===== src/rtl/pipe_stage_reg.sv =====
// -----------------------------------------------------------------------------
// pipe_stage_reg
//
// Pipeline stage register carrying one packed stage bundle between two core
// stages with a ready/valid handshake. Stalls by back-pressure and is
// synchronously flushed on branch/jump redirects. An optional two-entry skid
// mode registers in_ready so there is no combinational ready path between
// stages. A saturating counter reports how many valid entries were killed by
// flushes.
//
// Parameters:
//   DATA_W         width of the packed stage bundle
//   SKID           0 = single register, in_ready combinational from out_ready
//                  1 = two-entry skid buffer, in_ready registered
//   CLEAR_ON_FLUSH 1 = data registers zeroed on flush, 0 = only valids cleared
//   CNT_W          width of the flush-drop counter
//
// Ports:
//   clk          clock, all state on rising edge
//   rst          asynchronous active-low reset
//   in_valid     upstream holds a valid bundle
//   in_ready     stage can accept this cycle
//   in_data      upstream bundle
//   out_valid    registered bundle valid for downstream
//   out_ready    downstream accepts (0 = stall)
//   out_data     registered bundle
//   flush        kill all held and incoming entries
//   occupancy    number of entries held (0..2)
//   flush_drops  saturating count of valid entries discarded by flush
// -----------------------------------------------------------------------------
module pipe_stage_reg #(
    parameter int DATA_W         = 97,
    parameter int SKID           = 0,
    parameter int CLEAR_ON_FLUSH = 1,
    parameter int CNT_W          = 8
) (
    input  logic              clk,
    input  logic              rst,
    input  logic              in_valid,
    output logic              in_ready,
    input  logic [DATA_W-1:0] in_data,
    output logic              out_valid,
    input  logic              out_ready,
    output logic [DATA_W-1:0] out_data,
    input  logic              flush,
    output logic [1:0]        occupancy,
    output logic [CNT_W-1:0]  flush_drops
);

    localparam logic [CNT_W+1:0] CNT_MAX = {2'b00, {CNT_W{1'b1}}};

    logic              main_valid;
    logic [DATA_W-1:0] main_data;
    logic              skid_valid;
    logic [DATA_W-1:0] skid_data;

    logic              accept;
    logic              drain;
    logic [1:0]        drop_inc;
    logic [CNT_W+1:0]  drop_sum;

    // In skid mode ready depends only on local state, which breaks the
    // combinational ready chain through the pipeline.
    assign in_ready  = (SKID != 0) ? !skid_valid : (!main_valid || out_ready);

    assign accept    = in_valid && in_ready && !flush;
    assign drain     = main_valid && out_ready;

    assign out_valid = main_valid;
    assign out_data  = main_data;
    assign occupancy = {1'b0, main_valid} + {1'b0, skid_valid};

    // Entries killed by a flush: everything held plus whatever upstream is
    // handing over this cycle (the handshake completes, the data is dropped).
    assign drop_inc  = occupancy + {1'b0, in_valid && in_ready};
    assign drop_sum  = {2'b00, flush_drops} + {{CNT_W{1'b0}}, drop_inc};

    // NOTE: all state is updated with non-blocking assignments so every
    // register samples the pre-edge values, independent of statement order.
    always_ff @(posedge clk or negedge rst) begin
        if (!rst) begin
            // NOTE: the data registers are reset as well, because out_data
            // is visible downstream and must read as zero out of reset.
            main_valid  <= 1'b0;
            main_data   <= '0;
            skid_valid  <= 1'b0;
            skid_data   <= '0;
            flush_drops <= '0;
        end else begin
            if (flush) begin
                main_valid <= 1'b0;
                skid_valid <= 1'b0;
                if (CLEAR_ON_FLUSH != 0) begin
                    main_data <= '0;
                    skid_data <= '0;
                end
                if (drop_sum > CNT_MAX) begin
                    flush_drops <= CNT_MAX[CNT_W-1:0];
                end else begin
                    flush_drops <= drop_sum[CNT_W-1:0];
                end
            end else if (skid_valid) begin
                // Skid full: in_ready is low, so only a drain can happen and
                // the skid entry moves up to the output.
                if (drain) begin
                    main_data  <= skid_data;
                    skid_valid <= 1'b0;
                end
            end else if (accept) begin
                if (!main_valid || drain) begin
                    main_data  <= in_data;
                    main_valid <= 1'b1;
                end else if (SKID != 0) begin
                    // Output is stalled: park the new bundle behind it.
                    skid_data  <= in_data;
                    skid_valid <= 1'b1;
                end
            end else if (drain) begin
                main_valid <= 1'b0;
            end
        end
    end

endmodule


===== config.mk =====
export PLATFORM = sky130hd
export DESIGN_NAME = pipe_stage_reg
export DESIGN_NICKNAME = d
export VERILOG_FILES = /design/src/rtl/pipe_stage_reg.sv
export SDC_FILE = /design/constraint.sdc
export NUM_CORES = 1
export LEC_CHECK = 0
export ABC_AREA = 1
export BUFFER_PORTS_ARGS = -buffer_cell sky130_fd_sc_hd__buf_2
export CORE_ASPECT_RATIO = 0.5
export CORE_UTILIZATION = 51
export DETAILED_ROUTE_END_ITERATION = 8
export PLACE_DENSITY = 0.86
export SYNTH_ARGS = -nofsm -noshare
export SYNTH_HDL_FRONTEND = slang
export SYNTH_SLANG_ARGS = --single-unit

===== constraint.sdc =====
create_clock -name clk -period 5.49 [get_ports clk]
set_input_delay 0.2745 -clock clk [delete_from_list [all_inputs] [get_ports clk]]
set_output_delay 0.2745 -clock clk [all_outputs]
set_load 0.01 [all_outputs]

### Word level (Yosys, flattened, before mapping)

Index checks and enable logic that the tools add are counted.

* output and inout bits: 109
* word-level logic and storage cells: 37
* bits in registers: 107
* input bits: 102

* add/sub/neg operators: 3
* $lt $le $gt $ge: 1
* mux-type cells: 14
* equal/unequal tests: 3
* reductions and logical operators: 12

Operators with widths (number)
* $mux W97: 5
* $add A8 B2 Y9: 1
* $gt A9 B8 Y1 const B: 1
* $reduce_bool A3 Y1: 3
* $mux W1: 8
* $mux W8: 1
* $ne A3 B2 Y1 const B: 2
* $reduce_and A3 Y1: 2
* $logic_and A1 B1 Y1: 3
* $add A1 B1 Y2: 1
* $add A2 B1 Y2: 1
* $logic_not A1 Y1: 2
* $logic_or A1 B1 Y1: 2
* $ne A2 B2 Y1 const B: 1

### Longest topological paths before layout

* depth in word-level cells: 7
* depth in mapped cells: 15
* depth with buffers taken out: 15

### Worst setup path after synthesis

No wires, ideal clock.

* path type: register to register
* start point: reg main_valid (netlist: out_valid)
* end point: reg flush_drops[5]
* data arrival time: 2.274 ns
* cell stages (with the launch flop): 13
* required time: 5.418 ns
* period minus slack after synthesis: 2.346 ns
* path buffers: 0
* setup time: 0.072 ns
* slack: 3.144 ns
* cells stage by stage: dfrtp_1 > nand2_2 > nand2_2 > fa_1 > inv_1 > ha_1 > inv_1 > fa_1 > inv_1 > nand2_1 > nor2_1 > nand3_1 > nand3_1

* word-level cells in the longest chain between the ends: 7
* elaborated cells on any way between the ends: 8
* classes of those cells: 3 x add/sub; 1 x order compare; 1 x mux; 3 x reduce/logical

RTL lines
* start, declared: line 52 `logic main_valid;`
* start signal, assigned: line 84 `main_valid <= 1'b0;`
* start signal, assigned: line 91 `main_valid <= 1'b0;`
* start signal, assigned: line 112 `main_valid <= 1'b1;`
* $logic_not A1 Y1 (*): line 64 `assign in_ready = (SKID != 0) ? !skid_valid : (!main_valid || out_ready);`
* $logic_or A1 B1 Y1 (*): line 64
* named net in_ready: line 40 `output logic in_ready,`
* $logic_and A1 B1 Y1 (*): line 75 `assign drop_inc = occupancy + {1'b0, in_valid && in_ready};`
* $add A2 B1 Y2 (*): line 75
* $add A8 B2 Y9 (*): line 76 `assign drop_sum = {2'b00, flush_drops} + {{CNT_W{1'b0}}, drop_inc};`
* $gt A9 B8 Y1: line 97 `if (drop_sum > CNT_MAX) begin`
* $mux W8 (*): line 97
* end signal, assigned: line 98 `flush_drops <= CNT_MAX[CNT_W-1:0];`
* end signal, assigned: line 100 `flush_drops <= drop_sum[CNT_W-1:0];`
* end, declared: line 47 `output logic [CNT_W-1:0] flush_drops`

The timed path passes the listed nets; every way through them passes the cells marked *.
A chain may end at the register's enable or synchronous reset.

### Worst setup path after layout

* start point: reg main_valid (netlist: out_valid)
* end point: reg flush_drops[7]

* word-level cells in the longest chain between the ends: 7
* elaborated cells on any way between the ends: 8
* classes of those cells: 3 x add/sub; 1 x order compare; 1 x mux; 3 x reduce/logical

RTL lines (line)
* $logic_not A1 Y1: 64
* $logic_or A1 B1 Y1: 64
* $logic_and A1 B1 Y1: 75
* $add A2 B1 Y2 (*): 75
* $add A8 B2 Y9 (*): 76
* $gt A9 B8 Y1: 97
* $mux W8 (*): 97

Every way passes the cells marked *; elsewhere a longest branch is shown, timed or not.

==> impl_metrics.csv <==
group,metric,value,unit
final_layout,nets,809,
final_layout,area_added_between_synthesis_and_finish,29.2,%
placement,portBuffers,210,
logic_synthesis,synth_cell_types,25,
sta,slew_margin_rel,0.263,
final_layout,final_layout_size_suffix_gt1_frac,0.404,
final_layout,filler_cell_count,735,
sta,whs,0.166,ns
outcome,run_status,"finished, final reports clean",
placement,gp_routability_congestion,0.869,
die,ios,211,
logic_synthesis,synth.net_count,606,
setup_path,slowest_cell_on_crit_path,"sky130_fd_sc_hd__fa_1",
sta,timing.final.setup_violations,0,
detailed_routing,detailroute.via_count,3802,
pwr,power-per-cell-area,305,nW/µm²
job,maximum_capacitance_violations,0,
clock_tree,clock_path_buffers,2,
setup_path,timing.critical_path.mode_cell,"sky130_fd_sc_hd__inv_1",
global_route,grt_antenna_before_repair,0,
detailed_routing,drt_first_iter_violations,341,
final_layout,final_cell_area,5980,µm²
clock_tree,maximum_level_of_the_cts_h_tree,3,
sta,hold_viol_final,0,
logic_synthesis,synth_seq_area_share,0.578,
die,initial_utilization,0.528,
setup_path,cp_slowest_stage_delay,0.44,ns
sta,rsz0062_at_grt,"false",
logic_synthesis,post_synth_arst_share,1.00,
clock_tree,tritoncts,"done",
global_route,first_global_vias,3744,
die,rows,24,
placement,dp.final_hpwl,7480,µm
detailed_routing,detail-route-antenna-nets,0,
die,core_area,8770,µm²
detailed_routing,remaining_drc_errors,0,
logic_synthesis,syn_area_per_cell,9.28,µm²
setup_path,critical_path.endpoint_type,"register",
hold_path,min-delay-path-class,"in2reg",
setup_path,criticalPathCategory,"reg2reg",
final_layout,final_util,0.683,
detailed_routing,number_of_vias_per_cell,4.62,
pwr,peakVddDrop,192,µV
logic_synthesis,synth-edff-count,0,
logic_synthesis,synth_area,4630,µm²
sta,setup_slack,2.94,ns
placement,post-place-ws,2.95,ns
global_route,grt_pass1_wl,17400,µm
clock_tree,count_of_clock_tree_sinks,107,
die,die_area,9490,µm²
sta,worst_margin_slew,1.11,ns
clock_tree,cts-root-buf,"sky130_fd_sc_hd__clkbuf_16",
sta,slew_viol_final,0,
pwr,static-leakage-power,3.58,nW
setup_path,timing.critical_path.cells,"nand2_2 -> nand2_2 -> fa_1 -> inv_1 -> ha_1 -> inv_1 -> fa_1 -> inv_1 -> nand2_1 -> nor2_1 -> nand3_1 -> nand3_1",
sta,timing.clock.skew,0.00687,ns
logic_synthesis,area_share_of_the_largest_cell_type_after_synthesis,0.578,
die,die_height,69.4,µm
clock_tree,clk_pin_slew,0.07,ns
placement,dpl_cell_area,5700,µm²
setup_path,setup.worst_path.start_class,"register",
detailed_routing,wl,10600,µm
setup_path,worstPathRequired,5.75,ns
detailed_routing,drt-wirelength-per-cell,12.9,µm
die,die_w,137,µm
global_route,global_route.usage.total,0.235,
sta,final.setup.tns,0,ns
sta,period_share,0.464,
final_layout,antennaDiodeCount,0,
logic_synthesis,synth.most_common_cell,"sky130_fd_sc_hd__inv_1",
logic_synthesis,synth.top_cells.by_area,"sky130_fd_sc_hd__dfrtp_1 (58%), sky130_fd_sc_hd__inv_1 (9.2%), sky130_fd_sc_hd__nand2_1 (8.4%)",
global_route,sum_of_overflow_across_all_layers_after_global_routing,0,
clock_tree,tritoncts.num_buffers,9,
detailed_routing,detailedRoute.firstPassIterationCount,4,
logic_synthesis,synth_warn,0,
setup_path,path_max_fanout,7,
global_route,grt_max_degree,98,
sta,post-route-min-period,2.55,ns
clock_tree,insertion_delay,0.34,ns
setup_path,worstPathArrival,2.81,ns
logic_synthesis,post_synth_most_frequent_cells,"sky130_fd_sc_hd__inv_1 (114), sky130_fd_sc_hd__dfrtp_1 (107), sky130_fd_sc_hd__nand2_1 (104)",
logic_synthesis,synth.ff_latch_count,107,
sta,maxClockFrequency,392,MHz
logic_synthesis,synth_largest_area_cell,"sky130_fd_sc_hd__dfrtp_1",
logic_synthesis,postSynth.topFlopCell,"sky130_fd_sc_hd__dfrtp_1",
logic_synthesis,synthCells,499,
clock_tree,ctsResizeCount,0,
[final timing paths]
check / from / endpoint / slack (ns) / cells past startpoint
worst min register to register: out_data[83] / out_data[83] / 0.48 / 2
worst max register to register: out_valid / flush_drops[7] / 2.94 / 12
worst max-delay path: out_valid / flush_drops[7] / 2.94 / 12
worst min-delay path: in_data[6] / out_data[6] / 0.17 / 3
max in group asynchronous: rst / out_data[50] / 3.77 / 3
min in group asynchronous: rst / out_data[18] / 0.39 / 2
[placed cells by master (no fill, tap or decap), types with 2 or more instances in the layout]
cell type | netlist | final
sky130_fd_sc_hd__clkinv_4 | 0 | 2
sky130_fd_sc_hd__ha_1 | 3 | 3
sky130_fd_sc_hd__buf_2 | 7 | 209
sky130_fd_sc_hd__fa_1 | 2 | 2
sky130_fd_sc_hd__nand2_1 | 104 | 104
sky130_fd_sc_hd__clkbuf_16 | 0 | 9
sky130_fd_sc_hd__nand3_1 | 10 | 10
sky130_fd_sc_hd__nor2_1 | 5 | 5
sky130_fd_sc_hd__nand2_2 | 23 | 23
sky130_fd_sc_hd__nand4_1 | 3 | 3
sky130_fd_sc_hd__o21ai_0 | 70 | 70
sky130_fd_sc_hd__inv_1 | 114 | 114
sky130_fd_sc_hd__dfrtp_1 | 107 | 107
sky130_fd_sc_hd__buf_4 | 1 | 3
sky130_fd_sc_hd__o21ai_2 | 29 | 29
[through the flow]
stage / std cells / power, mW
floorplan: 499 / 1.09
global placement: 807 / 1.22
detailed placement: 807 / 1.24
CTS: 823 / 1.84
global route: 823 / 1.91
finish: 823 / 1.82
[critical path: cells and delay by family, from the launching register on]
family        cells  cell delay, ns
flops             1            0.43
simple gates      6            0.82
fa+ha+maj         3            0.99
buf+inv           3            0.23
[metal layers]
layer  GRT usage  wire length [µm]
met4       0.105               335
met2       0.410              5430
met5           0                 0
met1       0.276              4390
met3      0.0548               443
[registers in the layout (all words and copies together), names as in the netlist]
name and cells:
flush_drops 8, out_data 97, skid_valid 1, out_valid 1
[cell families after synthesis]
kind of cell | count (synthesis) | synth area share
AO/OA/AOI/OAI | 101 | 0.133
adder cells (fa/ha/maj) | 5 | 0.0168
buffers and inverters | 136 | 0.125
flip-flops | 107 | 0.578
AND/OR/NAND/NOR | 150 | 0.146
[layout make-up]
type	count	area, µm²	share of cell area
Clock buffer	10	239	0.0399
Clock inverter	5	38.8	0.00648
Inverter	115	432	0.0721
Multi-Input combinational cell	256	1370	0.229
Sequential cell	107	2680	0.447
Tap cell	117	146	0.0245
Timing Repair Buffer	213	1080	0.180
[what timing repair did]
| item | in CTS | in global routing |
|---|---|---|
| hold endpoints to repair | 21 | 0 |
| hold buffers | 1 | 0 |
| buffers inserted | 0 | 0 |
[report_power, final]
part / leakage (nW) / switching [mW] / internal, mW / total [mW]
Sequential: 1.42 / 0.0522 / 0.853 / 0.906
Combinational: 2.03 / 0.190 / 0.125 / 0.315
Clock: 0.135 / 0.282 / 0.320 / 0.602
Power figures use the tool's default switching activity.
